$ cat config.mk
export PLATFORM = sky130hd
export DESIGN_NAME = axi_lite_master_if
export DESIGN_NICKNAME = d
export VERILOG_FILES = /design/src/rtl/axi_lite_master_if.sv
export SDC_FILE = /design/constraint.sdc
export NUM_CORES = 1
export LEC_CHECK = 0
export ABC_AREA = 1
export BUFFER_PORTS_ARGS = -buffer_cell sky130_fd_sc_hd__buf_2
export CAP_MARGIN = 5
export CELL_PAD_IN_SITES_DETAIL_PLACEMENT = 1
export CELL_PAD_IN_SITES_GLOBAL_PLACEMENT = 2
export CORE_ASPECT_RATIO = 0.9
export CORE_UTILIZATION = 27
export CTS_CLUSTER_SIZE = 28
export DETAILED_ROUTE_END_ITERATION = 6
export MAX_ROUTING_LAYER = met4
export PLACE_DENSITY = 0.89
export SLEW_MARGIN = 5
export SYNTH_ARGS = -nofsm -noshare
export SYNTH_HDL_FRONTEND = slang
export SYNTH_SLANG_ARGS = --single-unit
$ cat constraint.sdc
create_clock -name M_AXI_ACLK -period 3.4 [get_ports M_AXI_ACLK]
set_clock_uncertainty 0.05 [all_clocks]
set_input_delay 0.68 -clock M_AXI_ACLK [delete_from_list [all_inputs] [get_ports M_AXI_ACLK]]
set_output_delay 0.68 -clock M_AXI_ACLK [all_outputs]
set_load 0.005 [all_outputs]
$ cat src/rtl/axi_lite_master_if.sv
// -----------------------------------------------------------------------------
// axi_lite_master_if
//
// Purpose:
//   AXI4-Lite master that converts a single-word command/response interface
//   from user logic into AXI4-Lite read and write transactions. Only one
//   transaction is in flight at a time. Commands are accepted only in IDLE.
//   Each transaction ends with a one-cycle rsp_valid pulse that coincides with
//   the return to IDLE, so a new command can be accepted in that same cycle.
//
// Ports:
//   M_AXI_ACLK, M_AXI_ARESETN    clock (rising edge), async active-low reset
//   cmd_valid / cmd_ready        command handshake; cmd_ready == (FSM in IDLE)
//   cmd_write                    1 = write, 0 = read
//   cmd_addr/cmd_wdata/cmd_wstrb command payload, registered at accept
//   rsp_valid                    one-cycle completion pulse
//   rsp_rdata / rsp_resp         read data (0 for writes) and BRESP/RRESP
//   M_AXI_AW_* / M_AXI_W_*       write address / write data channels
//   M_AXI_B_*                    write response channel
//   M_AXI_AR_* / M_AXI_R_*       read address / read data channels
// -----------------------------------------------------------------------------
module axi_lite_master_if #(
  parameter int C_M_AXI_DATA_WIDTH = 32,
  parameter int C_M_AXI_ADDR_WIDTH = 4
) (
  input  logic                            M_AXI_ACLK,
  input  logic                            M_AXI_ARESETN,

  input  logic                            cmd_valid,
  output logic                            cmd_ready,
  input  logic                            cmd_write,
  input  logic [C_M_AXI_ADDR_WIDTH-1:0]   cmd_addr,
  input  logic [C_M_AXI_DATA_WIDTH-1:0]   cmd_wdata,
  input  logic [C_M_AXI_DATA_WIDTH/8-1:0] cmd_wstrb,

  output logic                            rsp_valid,
  output logic [C_M_AXI_DATA_WIDTH-1:0]   rsp_rdata,
  output logic [1:0]                      rsp_resp,

  output logic [C_M_AXI_ADDR_WIDTH-1:0]   M_AXI_AW_ADDR,
  output logic [2:0]                      M_AXI_AW_PROT,
  output logic                            M_AXI_AW_VALID,
  input  logic                            M_AXI_AW_READY,

  output logic [C_M_AXI_DATA_WIDTH-1:0]   M_AXI_W_DATA,
  output logic [C_M_AXI_DATA_WIDTH/8-1:0] M_AXI_W_STRB,
  output logic                            M_AXI_W_VALID,
  input  logic                            M_AXI_W_READY,

  input  logic [1:0]                      M_AXI_B_RESP,
  input  logic                            M_AXI_B_VALID,
  output logic                            M_AXI_B_READY,

  output logic [C_M_AXI_ADDR_WIDTH-1:0]   M_AXI_AR_ADDR,
  output logic [2:0]                      M_AXI_AR_PROT,
  output logic                            M_AXI_AR_VALID,
  input  logic                            M_AXI_AR_READY,

  input  logic [C_M_AXI_DATA_WIDTH-1:0]   M_AXI_R_DATA,
  input  logic [1:0]                      M_AXI_R_RESP,
  input  logic                            M_AXI_R_VALID,
  output logic                            M_AXI_R_READY
);

  localparam int STRB_WIDTH = C_M_AXI_DATA_WIDTH / 8;

  typedef enum logic [2:0] {
    ST_IDLE,
    ST_WADDR,
    ST_WRESP,
    ST_RADDR,
    ST_RDATA
  } state_t;

  state_t                        state;
  state_t                        state_next;

  logic [C_M_AXI_ADDR_WIDTH-1:0] addr_q;
  logic [C_M_AXI_DATA_WIDTH-1:0] wdata_q;
  logic [STRB_WIDTH-1:0]         wstrb_q;

  logic                          aw_done;
  logic                          w_done;
  logic                          aw_done_next;
  logic                          w_done_next;

  logic                          cmd_accept;
  logic                          aw_hs;
  logic                          w_hs;
  logic                          b_hs;
  logic                          ar_hs;
  logic                          r_hs;

  // Every AXI output below is a function of registered state only, so there
  // is no combinational path from an AXI input to an AXI output. The write
  // VALIDs are cleared by their own done flags so AW and W retire
  // independently while the FSM stays in WADDR.
  assign cmd_ready      = (state == ST_IDLE);
  assign cmd_accept     = cmd_valid && cmd_ready;

  assign M_AXI_AW_VALID = (state == ST_WADDR) && !aw_done;
  assign M_AXI_W_VALID  = (state == ST_WADDR) && !w_done;
  assign M_AXI_B_READY  = (state == ST_WRESP);
  assign M_AXI_AR_VALID = (state == ST_RADDR);
  assign M_AXI_R_READY  = (state == ST_RDATA);

  assign M_AXI_AW_ADDR  = addr_q;
  assign M_AXI_AR_ADDR  = addr_q;
  assign M_AXI_W_DATA   = wdata_q;
  assign M_AXI_W_STRB   = wstrb_q;
  assign M_AXI_AW_PROT  = 3'b000;
  assign M_AXI_AR_PROT  = 3'b000;

  assign aw_hs = M_AXI_AW_VALID && M_AXI_AW_READY;
  assign w_hs  = M_AXI_W_VALID  && M_AXI_W_READY;
  assign b_hs  = M_AXI_B_READY  && M_AXI_B_VALID;
  assign ar_hs = M_AXI_AR_VALID && M_AXI_AR_READY;
  assign r_hs  = M_AXI_R_READY  && M_AXI_R_VALID;

  // State register and write-channel done flags. Reset returns to IDLE at
  // once, which drops every VALID/READY and abandons any in-flight transfer.
  always_ff @(posedge M_AXI_ACLK or negedge M_AXI_ARESETN) begin
    if (!M_AXI_ARESETN) begin
      state   <= ST_IDLE;
      aw_done <= 1'b0;
      w_done  <= 1'b0;
    end else begin
      state   <= state_next;
      aw_done <= aw_done_next;
      w_done  <= w_done_next;
    end
  end

  // Next-state logic. In WADDR the done flags are updated with this cycle's
  // handshakes first, so simultaneous AW and W handshakes move straight on
  // to WRESP in a single edge.
  always_comb begin
    state_next   = state;
    aw_done_next = aw_done;
    w_done_next  = w_done;

    case (state)
      ST_IDLE: begin
        if (cmd_accept) begin
          aw_done_next = 1'b0;
          w_done_next  = 1'b0;
          state_next   = cmd_write ? ST_WADDR : ST_RADDR;
        end
      end

      ST_WADDR: begin
        if (aw_hs) begin
          aw_done_next = 1'b1;
        end
        if (w_hs) begin
          w_done_next = 1'b1;
        end
        if (aw_done_next && w_done_next) begin
          state_next = ST_WRESP;
        end
      end

      ST_WRESP: begin
        if (b_hs) begin
          state_next = ST_IDLE;
        end
      end

      ST_RADDR: begin
        if (ar_hs) begin
          state_next = ST_RDATA;
        end
      end

      ST_RDATA: begin
        if (r_hs) begin
          state_next = ST_IDLE;
        end
      end

      default: begin
        state_next = ST_IDLE;
      end
    endcase
  end

  // Command payload is captured only at accept, so it stays stable on the
  // bus for as long as the slave holds off READY.
  always_ff @(posedge M_AXI_ACLK or negedge M_AXI_ARESETN) begin
    if (!M_AXI_ARESETN) begin
      addr_q  <= '0;
      wdata_q <= '0;
      wstrb_q <= '0;
    end else if (cmd_accept) begin
      addr_q  <= cmd_addr;
      wdata_q <= cmd_wdata;
      wstrb_q <= cmd_wstrb;
    end
  end

  // Response capture. rsp_valid is registered from the final handshake, so
  // it lands in the same cycle the FSM is back in IDLE.
  always_ff @(posedge M_AXI_ACLK or negedge M_AXI_ARESETN) begin
    if (!M_AXI_ARESETN) begin
      rsp_valid <= 1'b0;
      rsp_rdata <= '0;
      rsp_resp  <= 2'b00;
    end else begin
      rsp_valid <= b_hs || r_hs;
      if (b_hs) begin
        rsp_rdata <= '0;
        rsp_resp  <= M_AXI_B_RESP;
      end else if (r_hs) begin
        rsp_rdata <= M_AXI_R_DATA;
        rsp_resp  <= M_AXI_R_RESP;
      end
    end
  end

endmodule

## After elaboration in Yosys (flattened, before gate mapping)

Cells that the tools add are included.

| storage, ports and cells | value |
|---|---|
| output and inout bits | 91 |
| logic and storage cells | 53 |
| register bits | 80 |

| operators by class | value |
|---|---|
| reductions and logical operators | 17 |
| mux-type cells | 18 |
| equal/unequal tests | 9 |

Operator list:

| kind | number |
|---|---|
| $mux 32 | 2 |
| $mux 3 | 5 |
| $pmux 3 s5 | 1 |
| $ne 2x1->1 const B | 5 |
| $logic_and 1x1->1 | 9 |
| $eq 3x2->1 const B | 2 |
| $mux 2 | 3 |
| $mux 1 | 5 |
| $reduce_and 5->1 | 1 |
| $pmux 1 s2 | 2 |
| $reduce_bool 2->1 | 2 |
| $eq 3x1->1 const B | 1 |
| $eq 3x3->1 const B | 1 |
| $logic_not 3->1 | 1 |
| $logic_not 1->1 | 2 |
| $reduce_and 2->1 | 1 |
| $logic_or 1x1->1 | 1 |

## Logic depth before layout (Yosys ltp)

Gate-level depths: netlist of the first run.

| depth | value |
|---|---|
| depth after elaboration | 8 |
| gate-level depth with buffers | 8 |
| mapped depth without buffers | 8 |

## Worst setup path after synthesis of the first run

OpenSTA, ideal clock, no wires.

| timing | value |
|---|---|
| path kind | reg-to-output |
| start point | register state[2] |
| end point | output port M_AXI_AW_VALID |
| arrival time | 0.780 ns |
| data required time | 2.670 ns |
| path buffers | 0 |
| setup slack | 1.890 ns |
| stages on the path, launching flop included | 4 |
| cell sequence | dfrtp_1 inv_2 nand3_1 nor2_1 |

| between the ends | value |
|---|---|
| cells in the longest elaborated chain, start to end | 2 |

Ends and longest elaborated chain:

| item | line | RTL |
|---|---|---|
| start: declaration | 75 | `state_t state;` |
| start signal: assignment | 128 | `state <= state_next;` |
| $eq 3x1->1 | 101 | `assign M_AXI_AW_VALID = (state == ST_WADDR) && !aw_done;` |
| $logic_and 1x1->1 | 101 |  |
| end: declaration | 42 | `output logic M_AXI_AW_VALID,` |

Every way passes these cells.

## Worst setup path in the final report of the first run

| timing | value |
|---|---|
| start point | register state[0] |
| end point | output port M_AXI_AW_VALID |

The elaborated chain is that of the path after synthesis.

==> results of run 1 <==
[tightest hold or removal path, stage by stage (launching register included)]
cell	delay, ns
dfrtp_1	0.34
nand2_1	0.05
nand2_1	0.05
[logic make-up after synthesis]
| kind of cell | Yosys count |
|---|---|
| buffers and inverters | 39 |
| AOI/OAI and AO/OA | 6 |
| and+or+nand+nor | 252 |
| other | 1 |
| DFF | 80 |
[flip-flops by register name, indices dropped and copies added, names as in the netlist]
signal and count:
rsp_resp 2, rsp_valid 1, w_done 1, M_AXI_W_DATA 32, M_AXI_AR_ADDR 4, aw_done 1, rsp_rdata 32, M_AXI_W_STRB 4
state 3
[per-layer routing]
layer	up-vias	track usage [%]	wire length (um)
met5	-	-	0
met4	0	7.41	198
met3	15	2.69	398
met2	77	25.9	4900
met1	1438	18.8	4190
li1	1466	-	-
[placed cells by master, fill, tap and decap left out, types with 2 or more instances in the layout]
master,count
buf_4,2
nand4_1,4
clkbuf_1,2
o22ai_1,2
clkbuf_16,9
nor2_1,9
nand3_2,5
clkbuf_8,3
nor3_4,2
a21oi_1,3
inv_2,3
dfrtp_1,80
inv_1,7
nand2_1,195
buf_2,168
conb_1,6
nand3_1,31
nand2_4,2
[cell type report]
type | instances | area [sq um]
multi-input cells | 264 | 1140
flip-flops and latches | 80 | 2000
fillers | 1517 | 7660
well taps | 160 | 200
repair buffers | 170 | 856
inverters | 11 | 42.5
clock buffers | 14 | 274
[worst paths after layout]
check / start / to / slack [ns]
worst max-delay path: state[0] / M_AXI_AW_VALID / 1.25
worst min-delay path: M_AXI_W_STRB[2] / M_AXI_W_STRB[2] / 0.42
worst max register to register: state[0] / rsp_rdata[0] / 1.44
worst min register to register: M_AXI_W_STRB[2] / M_AXI_W_STRB[2] / 0.42
max in group asynchronous: M_AXI_ARESETN / rsp_rdata[6] / 2.14
min in group asynchronous: M_AXI_ARESETN / M_AXI_W_DATA[22] / 0.48
[power by group through the flow]
stage	Clock [mW]	Sequential [mW]	Combinational [mW]
2_1_floorplan	0	1.69	0.831
3_3_place_gp	0	1.66	1.44
3_5_place_dp	0	1.69	1.49
4_1_cts	0.939	1.68	1.49
5_1_grt	0.975	1.74	1.66
6_report	0.904	1.68	1.45
[stage by stage]
| stage | worst slack (ns) | cells | instance area [sq um] |
|---|---|---|---|
| after global placement | 1.35 | 685 | 4240 |
| after global routing | 1.12 | 699 | 4510 |
| final | 1.25 | 699 | 4510 |
| after CTS | 1.23 | 699 | 4510 |
| after detailed placement | 1.31 | 685 | 4240 |
| after floorplan | 1.89 | 383 | 3430 |
==> run summary, run 1 <==
## STA
• **Slew Viols, Final** 0
• **Max-Slew Margin vs Limit** 30.0%
• **period utilisation layout** 63.2%
• **final worst path period need** 2.15 ns
• **worst hold slack across all endpoints** 0.416 ns
• **f_max** 465 MHz
• **unrepaired setup endpoints after global routing** no
• **Hold Fails Final Rpt** 0
• **slew at the pin closest to its max-slew limit** 1.05 ns
• **Final Setup Violations** 0
• **setup_tns** 0 ns

## CTS
• **clock buffers created by TritonCTS** 9
• **CTS H-Tree Depth** 3
• **insertion delay to the later sink of the worst-skew pair** 0.33 ns
• **Worst-path clk slew** 0.06 ns
• **clock sink count** 80
• **quantity of hold-fixing buffers added after cts** 0
• **CTS Root Cell** clkbuf_16
• **count of cells resized by post-cts repair** 0
• **TritonCTS clock tree** done
• **maximum clock insertion buffer count** 2
• **number of buffers added for setup after CTS** 0

## Routing
• **first-pass iteration count of the detailed router** 4
• **residual antenna-violating net count after detailed routing** 0
• **number of vias after detailed routing** 2996
• **routed length per placed instance** 13.9 um
• **post-detailed-routing wire length** 9.69 mm
• **ratio of routed vias to standard cells** 4.29
• **first-iteration detailed-routing DRC count** 123
• **remaining routing DRC violations** 0

## Worst setup path
• **count of buffering cells on the critical path with inverters included** 1
• **endpoint type of the worst setup path** output port
• **cell with the biggest individual delay on the critical path** dfrtp_1
• **instance count on the critical path** 3
• **critical-path cell list** nand3_1 -> nor2_1 -> buf_2
• **slowest stage delay, CP** 0.60 ns
• **depth of the worst register-to-register path** 5
• **kind of cell with the highest combined delay on the critical path** flip-flops
• **crit path kind** flop to output port
• **type of origin of the critical path** flop
• **CP required** 2.67 ns
• **CP arrival** 1.42 ns
• **Crit Path Max Fanout** 9

## Power and ir drop
• **pwr dens** 892 mW/mm^2
• **peak supply drop** 0.270 mV
• **share of total power in sequential cells** 41.6%
• **leakage power total** 2.72 nW
• **Design Power** 4.03 mW
• **total internal power** 2.57 mW
• **clock network fraction of design power** 22.5%
• **fraction of power consumed by combinational cells** 35.9%
• **net switching power figure** 1.45 mW
• **Sw Share** 36.1%

## GRT
• **wire length of the first global-routing pass** 15.6 mm
• **pin count of the biggest net entering global routing** 81
• **total overflow reported by the global router** 0
• **combined global-route utilization of all metal layers** 15.7%
• **initial antenna violation count** 0
• **number of global-route vias before repair** 3098

## Finish
• **share of the core filled with cells** 37.1%
• **# diodes** 0
• **layout cell share with drive strength beyond 1** 36.7%
• **Synth-to-Final Area Change** 32.4%
• **Final Net Count** 621

## Logic synthesis
• **sequential-to-total area share from yosys stat** 58.8%
• **number of synthesized flops with an enable pin** 0
• **distinct cell type count after synthesis** 22
• **Commonest cells post-synth** nand2_1 (195), dfrtp_1 (80), nand3_1 (31)
• **biggest area contributors in the synthesized netlist** dfrtp_1 (59%), nand2_1 (21%), nand3_1 (4.6%)
• **synth warn** 0
• **Post-Synthesis Cells** 378
• **multiplexer share of the synthesized area** 0%
• **Yosys top cell area share** 58.8%
• **total of flip-flops plus latches after synthesis** 80
• **library cell with the highest instance count after synthesis** nand2_1
• **average cell area after synthesis** 9.01 sq um
• **Synth area leader** dfrtp_1
• **parity-gate share of the synthesized area counting xor and xnor cells** 0%
• **arithmetic-cell share of the synthesized area counting full adders, half adders and majority gates** 0%
• **post-synthesis compound-gate area fraction** 0.955%
• **largest family of logic cells by synthesized area** simple AND/OR/NAND/NOR gates
• **commonest register cell after synthesis** dfrtp_1
• **netlist area before placement** 0.00341 sq mm
• **simple-gate share of the synthesized area** 31.8%
• **async set or reset register ratio after synthesis** 100%

## Run status
• **status** complete, no violations

## Floorplanning
• **DIE WIDTH** 120 um
• **count of boundary I/O pins** 176
• **total die area** 0.0131 sq mm
• **vertical die dimension** 109 um
• **std cell rows** 38
• **effective utilization at floorplan** 28.0%
• **Placeable Area** 0.0122 sq mm

## Place
• **number of input and output port buffers inserted** 169
• **gpl congestion** 0.745
• **dpl hpwl** 6.97 mm

## Worst hold path
• **path type of the worst min-delay path** flop to flop
• **worst hold path stage count** 2

## Flow run
• **max-cap violation count** 0

Note: power is estimated with default switching activity, not from simulation.
==> run 2: changes to the inputs <==
--- a/config.mk
+++ b/config.mk
@@ -11,11 +11,11 @@
 export CELL_PAD_IN_SITES_DETAIL_PLACEMENT = 1
 export CELL_PAD_IN_SITES_GLOBAL_PLACEMENT = 2
 export CORE_ASPECT_RATIO = 0.9
-export CORE_UTILIZATION = 27
+export CORE_UTILIZATION = 22
 export CTS_CLUSTER_SIZE = 28
 export DETAILED_ROUTE_END_ITERATION = 6
 export MAX_ROUTING_LAYER = met4
-export PLACE_DENSITY = 0.89
+export PLACE_DENSITY = 0.78
 export SLEW_MARGIN = 5
 export SYNTH_ARGS = -nofsm -noshare
 export SYNTH_HDL_FRONTEND = slang
==> constraint.sdc (replaced) <==
create_clock -name M_AXI_ACLK -period 1.75 [get_ports M_AXI_ACLK]
set_clock_uncertainty 0.05 [all_clocks]
set_input_delay 0.35 -clock M_AXI_ACLK [delete_from_list [all_inputs] [get_ports M_AXI_ACLK]]
set_output_delay 0.35 -clock M_AXI_ACLK [all_outputs]
set_load 0.005 [all_outputs]
==> run summary, run 2 (synthesis results as in run 1) <==
## Run status
• **status** complete, but fails checks
• **violated checks** hold timing

## STA
• **Slew Viols, Final** 0, unchanged
• **worst hold slack across all endpoints** -0.00191 ns, -0.418 ns
• **f_max** 600 MHz
• **Final Setup Violations** 0, unchanged
• **Hold Fails Final Rpt** 6, +6
• **least setup slack across all paths after layout** 0.0837 ns, -1.17 ns
• **unrepaired setup endpoints after global routing** yes
• **final worst path period need** 1.67 ns
• **period utilisation layout** 95.2%

## Worst setup path
• **endpoint type of the worst setup path** output port
• **reg-to-reg setup timing slack** 0.17 ns, -1.27 ns
• **r2r endpoint** rsp_resp[0]
• **Crit Path Max Fanout** 6, -3
• **crit path kind** flop to output port
• **CP required** 1.35 ns, -1.32 ns
• **reg-to-reg startpoint** state[2]
• **CP arrival** 1.27 ns, -0.15 ns
• **Critical Path End** M_AXI_R_READY
• **Crit. Startpoint** state[2]
• **type of origin of the critical path** flop
• **depth of the worst register-to-register path** 5, unchanged

## Routing
• **remaining routing DRC violations** 0, unchanged
• **ratio of routed vias to standard cells** 4.15, -3.3%
• **first-pass iteration count of the detailed router** 4, unchanged
• **post-detailed-routing wire length** 9.99 mm, +3.1%
• **number of vias after detailed routing** 3097, +3.4%
• **first-iteration detailed-routing DRC count** 83, -33%
• **routed length per placed instance** 13.4 um, -3.5%
• **residual antenna-violating net count after detailed routing** 0, unchanged

## GRT
• **initial antenna violation count** 0, unchanged
• **total overflow reported by the global router** 0, unchanged
• **number of global-route vias before repair** 3192, +3.0%
• **pin count of the biggest net entering global routing** 81, unchanged
• **wire length of the first global-routing pass** 16.3 mm, +4.6%
• **combined global-route utilization of all metal layers** 13.4%, -2.3 points

## Floorplanning
• **std cell rows** 42, +11%
• **vertical die dimension** 120 um, +11%
• **Placeable Area** 0.0149 sq mm, +23%
• **effective utilization at floorplan** 22.8%, -5.2 points
• **total die area** 0.0160 sq mm, +22%
• **count of boundary I/O pins** 176, unchanged
• **DIE WIDTH** 133 um, +11%

## Flow run
• **max-cap violation count** 0, unchanged

## CTS
• **clock sink count** 80, unchanged
• **CTS Root Cell** clkbuf_16
• **TritonCTS clock tree** done
• **maximum clock insertion buffer count** 2, unchanged
• **clock buffers created by TritonCTS** 9, unchanged
• **CTS H-Tree Depth** 3, unchanged
• **Worst-path clk slew** 0.06 ns, about the same
• **insertion delay to the later sink of the worst-skew pair** 0.33 ns, about the same

## Worst hold path
• **path type of the worst min-delay path** primary input to asynchronous set/reset pin

## Finish
• **# diodes** 0, unchanged
• **most common library cell in the layout ignoring fill and taps** nand2_1
• **commonest cells after routing, fill and taps aside** nand2_1 (194), buf_2 (168), dfrtp_1 (78)
• **area occupied by multi-input gates** 0.00114 sq mm, +0.66%
• **Synth-to-Final Area Change** 37.1%
• **layout cell share with drive strength beyond 1** 38.6%, +1.9 points
• **Final Net Count** 629, +1.3%
• **filler instances** 1820, +20%
• **sequential cell area in the final layout** 0.00200 sq mm, +0.12%

## Power and ir drop
• **pwr dens** 1730 mW/mm^2, +94%
• **Design Power** 8.09 mW, +100%
• **leakage power total** 2.78 nW, +2.1%
• **peak supply drop** 0.564 mV, +110%

## Place
• **number of input and output port buffers inserted** 169, unchanged
• **dpl hpwl** 7.09 mm, +1.7%
• **dpl ws** 0.0158 ns, -1.29 ns
• **gpl congestion** 0.705, -5.3%

==> run 2: cell types whose count changed in the layout (fill, tap and decap cells not counted), moves of 2 or more <==
| cell | previous run | this run |
|---|---|---|
| inv_4 | 0 | 3 |
| dfrtp_1 | 80 | 78 |
| dfrtp_2 | 0 | 2 |
| inv_2 | 3 | 1 |
| buf_4 | 2 | 8 |
==> run 2: critical path: stages (launching register included) <==
cell and delay (ns):
dfrtp_1 0.36, inv_2 0.08, buf_4 0.14, nor3_4 0.20, buf_2 0.16
==> run 2: stage by stage <==
stage	area, sq um	utilization [%]	TNS [ns]	instances
after floorplan	3430	-	0	383
after global placement	4320	28.9	0	726
after detailed placement	4320	28.9	0	726
after CTS	4640	31.1	0	744
after global routing	4670	31.3	-0.0107	747
final	4670	31.3	0	747
==> run 2: per-layer routing <==
layer	GRT usage [%]	routed length, um
met1	15.8	4300
met2	22.1	5010
met3	3.08	501
met4	5.11	170
met5	-	0
==> run 2: worst min path at each step <==
stage | startpoint | end | slack (ns) | cells after the start
after CTS | M_AXI_ARESETN | M_AXI_W_DATA[17] | 0.01 | 2
after floorplan | M_AXI_ARESETN | M_AXI_AR_ADDR[0] | 0.004 | 0
final | M_AXI_ARESETN | M_AXI_W_DATA[19] | -0.002 | 2
after global placement | M_AXI_ARESETN | M_AXI_W_DATA[15] | 0.37 | 2
after global routing | M_AXI_ARESETN | M_AXI_W_DATA[19] | 0.03 | 2
after detailed placement | M_AXI_ARESETN | M_AXI_W_DATA[17] | 0.38 | 2
==> run 2: final cells by class <==
cell class	count	share of cell area [%]
clock buffer	13	5.57
clock inverter	3	0.857
inverter	11	1.04
multi-input combinational	264	24.5
sequential	80	42.9
tap	198	5.30
timing repair buffer	178	19.8
==> run 2: what timing repair did <==
item	in CTS	in global routing
setup endpoints to repair	4	65
hold buffers	0	0
setup buffers	2	3
gates resized for setup	2	6
pin swaps	0	1
==> run 2: report_power, final <==
group          switching [mW]  internal, mW  leakage [nW]
combinational            1.64          1.29          1.60
sequential              0.531          2.73          1.03
clock                   0.719          1.18         0.150
total                    2.89          5.20          2.78
